File: src/rtl/pio_edge_irq_pkg.sv
// pio_edge_irq_pkg
//   Shared constants for the edge-capturing input PIO: Avalon word address
//   width and the register map offsets decoded by pio_edge_irq_in.
package pio_edge_irq_pkg;

  localparam int ADDR_W = 3;

  // Register map (word offsets). Offsets 5..7 read as zero, writes ignored.
  localparam logic [ADDR_W-1:0] ADDR_DATA = 3'd0;  // RO  conditioned inputs
  localparam logic [ADDR_W-1:0] ADDR_RISE = 3'd1;  // RW  rise-enable
  localparam logic [ADDR_W-1:0] ADDR_MASK = 3'd2;  // RW  irq mask
  localparam logic [ADDR_W-1:0] ADDR_CAPT = 3'd3;  // R / W1C edge capture
  localparam logic [ADDR_W-1:0] ADDR_FALL = 3'd4;  // RW  fall-enable

endpackage

File: src/rtl/pio_edge_irq_cond.sv
// pio_edge_irq_cond
//   Single-bit input conditioner: SYNC_STAGES-deep synchroniser, optionally
//   followed by a debounce filter (macro PIO_EDGE_IRQ_DEBOUNCE_EN).
//   Ports:
//     clk   in  system clock
//     reset in  asynchronous active-high reset
//     d     in  asynchronous input bit
//     cond  out conditioned (synchronised, optionally debounced) bit
//   With PIO_EDGE_IRQ_DEBOUNCE_EN undefined, cond is the last synchroniser
//   flop and no counter exists.
module pio_edge_irq_cond #(
  parameter int SYNC_STAGES     = 2,
  parameter int DEBOUNCE_CYCLES = 1024
) (
  input  logic clk,
  input  logic reset,
  input  logic d,
  output logic cond
);

  logic [SYNC_STAGES-1:0] r_sync;
  logic                   w_sync;

  always_ff @(posedge clk or posedge reset) begin
    if (reset) r_sync <= '0;
    else       r_sync <= {r_sync[SYNC_STAGES-2:0], d};
  end

  assign w_sync = r_sync[SYNC_STAGES-1];

`ifdef PIO_EDGE_IRQ_DEBOUNCE_EN
  // cond flips on the DEBOUNCE_CYCLES-th consecutive clock on which the
  // synchronised value disagrees with it; any agreement restarts the count.
  localparam logic [15:0] CNT_LAST = 16'(DEBOUNCE_CYCLES - 1);

  logic [15:0] r_cnt;
  logic        r_cond;

  always_ff @(posedge clk or posedge reset) begin
    if (reset) begin
      r_cnt  <= '0;
      r_cond <= 1'b0;
    end else if (w_sync != r_cond) begin
      if (r_cnt == CNT_LAST) begin
        r_cnt  <= '0;
        r_cond <= w_sync;
      end else begin
        r_cnt  <= r_cnt + 16'd1;
      end
    end else begin
      r_cnt <= '0;
    end
  end

  assign cond = r_cond;
`else
  assign cond = w_sync;
`endif

endmodule

File: src/rtl/pio_edge_irq_in.sv
// pio_edge_irq_in
//   Edge-capturing input PIO, Avalon-MM slave with one-cycle read latency.
//   Each in_port bit is synchronised (optionally debounced), edge-detected,
//   latched into a write-1-to-clear CAPTURE register and OR-reduced through
//   IRQ_MASK into a registered level interrupt.
//   Optional feature macro: PIO_EDGE_IRQ_DEBOUNCE_EN (per-bit debounce).
//   Ports:
//     clk        in  system clock
//     reset      in  asynchronous active-high reset
//     address    in  [2:0] word address
//     chipselect in  slave select
//     write_n    in  active-low write strobe
//     writedata  in  [31:0] write data (only [WIDTH-1:0] used)
//     readdata   out [31:0] registered read data, zero above WIDTH
//     in_port    in  [WIDTH-1:0] asynchronous inputs
//     irq        out registered level interrupt
//   Bus handshake: a write is accepted on any clock where chipselect=1 and
//   write_n=0 (no wait states). readdata always reflects the register
//   addressed on the previous clock, independent of chipselect.
module pio_edge_irq_in
  import pio_edge_irq_pkg::*;
#(
  parameter int               WIDTH           = 16,
  parameter int               SYNC_STAGES     = 2,
  parameter logic [WIDTH-1:0] RISE_RESET      = '1,
  parameter logic [WIDTH-1:0] FALL_RESET      = '0,
  parameter int               DEBOUNCE_CYCLES = 1024
) (
  input  logic              clk,
  input  logic              reset,
  input  logic [ADDR_W-1:0] address,
  input  logic              chipselect,
  input  logic              write_n,
  input  logic [31:0]       writedata,
  output logic [31:0]       readdata,
  input  logic [WIDTH-1:0]  in_port,
  output logic              irq
);

  logic [WIDTH-1:0] w_cond;
  logic [WIDTH-1:0] w_rise;
  logic [WIDTH-1:0] w_fall;
  logic [WIDTH-1:0] w_set;
  logic [WIDTH-1:0] w_clr;
  logic [WIDTH-1:0] w_wdata;
  logic [31:0]      w_unused_wdata;
  logic [31:0]      w_rd_word;
  logic             w_wr;

  logic [WIDTH-1:0] r_prev;
  logic [WIDTH-1:0] r_rise_en;
  logic [WIDTH-1:0] r_fall_en;
  logic [WIDTH-1:0] r_mask;
  logic [WIDTH-1:0] r_capt;
  logic [31:0]      r_readdata;
  logic             r_irq;

  for (genvar g = 0; g < WIDTH; g++) begin : g_cond
    pio_edge_irq_cond #(
      .SYNC_STAGES    (SYNC_STAGES),
      .DEBOUNCE_CYCLES(DEBOUNCE_CYCLES)
    ) u_cond (
      .clk  (clk),
      .reset(reset),
      .d    (in_port[g]),
      .cond (w_cond[g])
    );
  end

  assign w_wr           = chipselect & ~write_n;
  assign w_wdata        = writedata[WIDTH-1:0];
  assign w_unused_wdata = writedata;

  assign w_rise = w_cond & ~r_prev;
  assign w_fall = ~w_cond & r_prev;
  assign w_set  = (w_rise & r_rise_en) | (w_fall & r_fall_en);
  assign w_clr  = (w_wr && address == ADDR_CAPT) ? w_wdata : '0;

  always_ff @(posedge clk or posedge reset) begin
    if (reset) begin
      r_prev    <= '0;
      r_rise_en <= RISE_RESET;
      r_fall_en <= FALL_RESET;
      r_mask    <= '0;
      r_capt    <= '0;
    end else begin
      r_prev <= w_cond;
      // A new edge wins over a simultaneous clear so it is never lost.
      r_capt <= w_set | (r_capt & ~w_clr);
      if (w_wr && address == ADDR_RISE) r_rise_en <= w_wdata;
      if (w_wr && address == ADDR_MASK) r_mask    <= w_wdata;
      if (w_wr && address == ADDR_FALL) r_fall_en <= w_wdata;
    end
  end

  always_comb begin
    w_rd_word = '0;
    case (address)
      ADDR_DATA: w_rd_word = 32'(w_cond);
      ADDR_RISE: w_rd_word = 32'(r_rise_en);
      ADDR_MASK: w_rd_word = 32'(r_mask);
      ADDR_CAPT: w_rd_word = 32'(r_capt);
      ADDR_FALL: w_rd_word = 32'(r_fall_en);
      default:   w_rd_word = '0;
    endcase
  end

  always_ff @(posedge clk or posedge reset) begin
    if (reset) begin
      r_readdata <= '0;
      r_irq      <= 1'b0;
    end else begin
      r_readdata <= w_rd_word;
      r_irq      <= |(r_capt & r_mask);
    end
  end

  assign readdata = r_readdata;
  assign irq      = r_irq;

endmodule

File: config.mk
export PLATFORM = sky130hd
export DESIGN_NAME = pio_edge_irq_in
export DESIGN_NICKNAME = d
export VERILOG_FILES = /design/src/rtl/pio_edge_irq_pkg.sv /design/src/rtl/pio_edge_irq_cond.sv /design/src/rtl/pio_edge_irq_in.sv
export SDC_FILE = /design/constraint.sdc
export NUM_CORES = 1
export LEC_CHECK = 0
export BUFFER_PORTS_ARGS = -buffer_cell sky130_fd_sc_hd__buf_2
export CORE_MARGIN = 1.5
export CORE_UTILIZATION = 40
export CTS_CLUSTER_DIAMETER = 50
export DETAILED_ROUTE_END_ITERATION = 8
export GPL_TIMING_DRIVEN = 0
export SLEW_MARGIN = 20
export SYNTH_ARGS = -nofsm -noshare
export SYNTH_HDL_FRONTEND = slang
export SYNTH_HIERARCHICAL = 1
export SYNTH_SLANG_ARGS = --single-unit
export TNS_END_PERCENT = 1
File: constraint.sdc
create_clock -name clk -period 2.8 [get_ports clk]
set_clock_uncertainty 0.15 [all_clocks]
set_input_delay 0.28 -clock clk [delete_from_list [all_inputs] [get_ports clk]]
set_output_delay 0.28 -clock clk [all_outputs]
set_load 0.005 [all_outputs]
==> metrics.csv <==
stage;metric;value;unit
run_status;status;completed;
synth;Post-synth ARST share;100;%
clock_tree;htree depth;4;
floorplan;Die X;118;µm
clock_tree;root buffer cell;clkbuf_16;
synth;unique cell type count in the Yosys netlist;28;
clock_tree;clk slew on worst S/H paths;0.06;ns
cells_and_area;Nets;572;
synth;Main synth FF type;dfrtp_1;
synth;Area contributors post-synth;dfrtp_1 53%, mux2_2 11%, dfstp_2 7.9%;
floorplan;Die Height;118;µm
global_routing;aggregate global routing overflow;0;
route;ANT nets after route;0;
route;drt drc;0;
worst_setup_path;required time worst endpoint;3.20;ns
clock_tree;postcts setup bufs;0;
place;pre-CTS setup slack;0.816;ns
synth;top-count cell post-synth;dfrtp_1;
floorplan;num ports;88;
timing;final hold viol count;0;
clock_tree;clk buf depth;2;
global_routing;largest net degree at the start of global routing;33;
floorplan;row count;41;
power_and_ir_drop;NetSw;1.22;mW
route;WL per Instance;17.2;µm
synth;Synth Area in Adders;0;%
timing;Tcrit/Tclk final;54.3;%
synth;Seq cells post-synth;129;
worst_setup_path;crit path capture type;async pin;
cells_and_area;Util after Layout;54.1;%
synth;simple-gate share of the synthesized area;5.89;%
route;Initial DRC Count;248;
route;drt first pass iters;4;
worst_setup_path;Max FO, Critical Path;31;
place;gpl congestion;0.806;
global_routing;initial antenna violation count;0;
worst_setup_path;crit-path max cell delay;0.53;ns
power_and_ir_drop;Total Power;5.36;mW
synth;Mapped Area;5330;µm²
cells_and_area;Ant. Diodes;0;
worst_setup_path;CP startpoint kind;input port;
power_and_ir_drop;internal power;4.15;mW
worst_setup_path;Worst Path Buf+Inv;5;
place;PortBufs;55;
synth;xor and xnor area share after synthesis;0;%
synth;Synth Area in Compound Gates;12.2;%
worst_setup_path;crit path DAT;1.92;ns
power_and_ir_drop;Leak;3.18;nW
synth;area leader, netlist;dfrtp_1;
clock_tree;# hold bufs at CTS;32;
timing;post-route setup TNS;0;ns
timing;Fmax achieved;0.658;GHz
synth;multiplexer area fraction after synthesis;14.2;%
worst_setup_path;worst reg-to-reg setup slack;1.37;ns
power_and_ir_drop;Pwr per Cell Area;773;nW/µm²
route;via count;3502;
power_and_ir_drop;Clock Power Share;46.3;%
timing;Period minus WS final;1.52;ns
global_routing;vias in the first global route;3662;
synth;Post-synth EDFFs;0;
synth;Ys Warns;6;
timing;Slew headroom;57.2;%
cells_and_area;layout cells sized above 1;37.9;%
timing;# setup viols final;0;
cells_and_area;Area growth, synth to finish;30.1;%
synth;main combinational cell family by area after synthesis;multiplexers;
synth;synth cell count leaders;113 x dfrtp_1, 54 x mux2_2, 34 x inv_1, 31 x o21ai_0, 18 x nor2b_1;
synth;Post-Syn Instances;393;
floorplan;CORE AREA;12800;µm²
power_and_ir_drop;sw frac;22.7;%
hold_path;Hold WC Path Type;in -> reg;
synth;Synth Area per Inst;13.6;µm²
timing;final worst slack;1.28;ns
route;vias per cell;4.99;
clock_tree;cts repair resizes;0;
clock_tree;Num CTS Buffers;17;
clock_tree;Worst-Skew Late Latency;0.43;ns
place;HPWL Detailed;8040;µm
timing;RSZ-0062 raised after global routing;no;
worst_setup_path;CP max stage cell;dlygate4sd3_1;
route;Post-Route WL;12100;µm
clock_tree;Clock Sinks;129;
floorplan;Die ar.;14000;µm²
timing;Slew @ Worst Pin;0.642;ns
cells_and_area;fillers;1137;
flow_run;Max Cap Viol;0;
power_and_ir_drop;VDD IR-drop max;624;µV
worst_setup_path;CP top delay family;buffers and inverters;
floorplan;Starting Density;41.6;%
power_and_ir_drop;Seq pwr share;43.0;%
synth;Synth top area share;53.0;%
worst_setup_path;Critical Path, Cell by Cell;dlygate4sd3_1 > buf_2 > clkinvlp_4 > buf_16 > buf_12;
clock_tree;CTS tree;built;
global_routing;wire length of the first global-routing pass;19600;µm
power_and_ir_drop;Comb pwr share;10.8;%
timing;max-slew violations;0;
global_routing;All-Layer GR Usage;18.5;%
synth;Seq/Total Area, Yosys;60.9;%
worst_setup_path;WS Path Type;in -> async;
worst paths after layout:
| check | to | cells past startpoint | from |
|---|---|---|---|
| setup / recovery | r_rise_en[11]$_DFFE_PP1P_ | 5 | reset |
| max in group clk | readdata[1]$_DFF_PP0_ | 6 | address[2] |
| setup reg to reg | irq$_DFF_PP0_ | 3 | r_capt[3]$_DFF_PP0_ |
| hold reg to reg | g_cond[8].u_cond/r_sync[1]$_DFF_PP0_ | 0 | g_cond[8].u_cond/r_sync[0]$_DFF_PP0_ |
| min in group asynchronous | g_cond[8].u_cond/r_sync[1]$_DFF_PP0_ | 3 | reset |
| hold / removal | r_rise_en[15]$_DFFE_PP1P_ | 2 | writedata[15] |
sequential cells by signal, summed over array words and instances (netlist names):
signal / flops
g_cond.u_cond/r_sync: 32
irq: 1
r_capt: 16
r_fall_en: 16
r_mask: 16
r_prev: 16
r_rise_en: 16
readdata: 16
per-stage QoR:
step | hold slack (ns) | instance area, µm² | instances
global placement | 0.181 | 5880 | 635
detailed placement | 0.185 | 5950 | 638
floorplan | -0.129 | 5390 | 408
CTS | 0.00962 | 6940 | 702
finish | 0.0220 | 6940 | 702
global route | 0.0233 | 6940 | 702
cell usage in the layout (no fill, tap or decap), types with 2 or more instances in the layout:
| master | netlist | final |
|---|---|---|
| a221oi_1 | 4 | 4 |
| inv_1 | 34 | 33 |
| a32oi_1 | 16 | 16 |
| buf_12 | 0 | 2 |
| nor2_1 | 2 | 2 |
| clkbuf_1 | 5 | 6 |
| mux2_2 | 54 | 54 |
| conb_1 | 1 | 16 |
| and2b_1 | 2 | 2 |
| dlygate4sd3_1 | 0 | 32 |
| clkbuf_16 | 0 | 17 |
| clkinvlp_4 | 0 | 5 |
| dfrtp_1 | 113 | 113 |
| a22oi_1 | 15 | 15 |
| mux2_4 | 10 | 10 |
| nand3b_1 | 16 | 16 |
| dfstp_2 | 16 | 16 |
| buf_6 | 3 | 3 |
| clkinv_2 | 0 | 2 |
| a22o_1 | 4 | 4 |
| nand3_2 | 2 | 2 |
| nor2b_1 | 18 | 18 |
| o21ai_0 | 31 | 31 |
| buf_2 | 8 | 63 |
| a221o_1 | 16 | 16 |
| buf_4 | 16 | 16 |
| clkinv_4 | 0 | 2 |
| bufinv_16 | 0 | 6 |
cells by family after synthesis:
family	Yosys count
AO/OA/AOI/OAI	88
buffers and inverters	67
flip-flops	129
multiplexers	64
other	1
AND/OR/NAND/NOR	44
power groups by stage:
stage	Combinational (mW)	Clock (mW)	Sequential [mW]
floorplan	0.392	0	2.28
global placement	0.525	0	2.31
detailed placement	0.551	0	2.33
CTS	0.587	2.52	2.30
global route	0.645	2.61	2.33
finish	0.578	2.48	2.30
area by class of cell:
cell class | count | area, µm² | share of cell area, %
inverters | 34 | 131 | 1.89
clock inverters | 14 | 238 | 3.43
repair buffers | 90 | 663 | 9.56
well taps | 172 | 215 | 3.10
multi-input cells | 212 | 1780 | 25.7
clock buffers | 18 | 429 | 6.19
plain buffers | 33 | 228 | 3.28
flip-flops and latches | 129 | 3250 | 46.8
layer usage:
metal	GRT usage (%)	share of wire (%)	up-vias
met2	28.3	47	90
met5	0	0	-
li1	-	-	1641
met1	25.0	47	1759
met4	6.78	1.3	0
met3	5.60	4.7	12
Note: power is estimated with default switching activity, not from simulation.
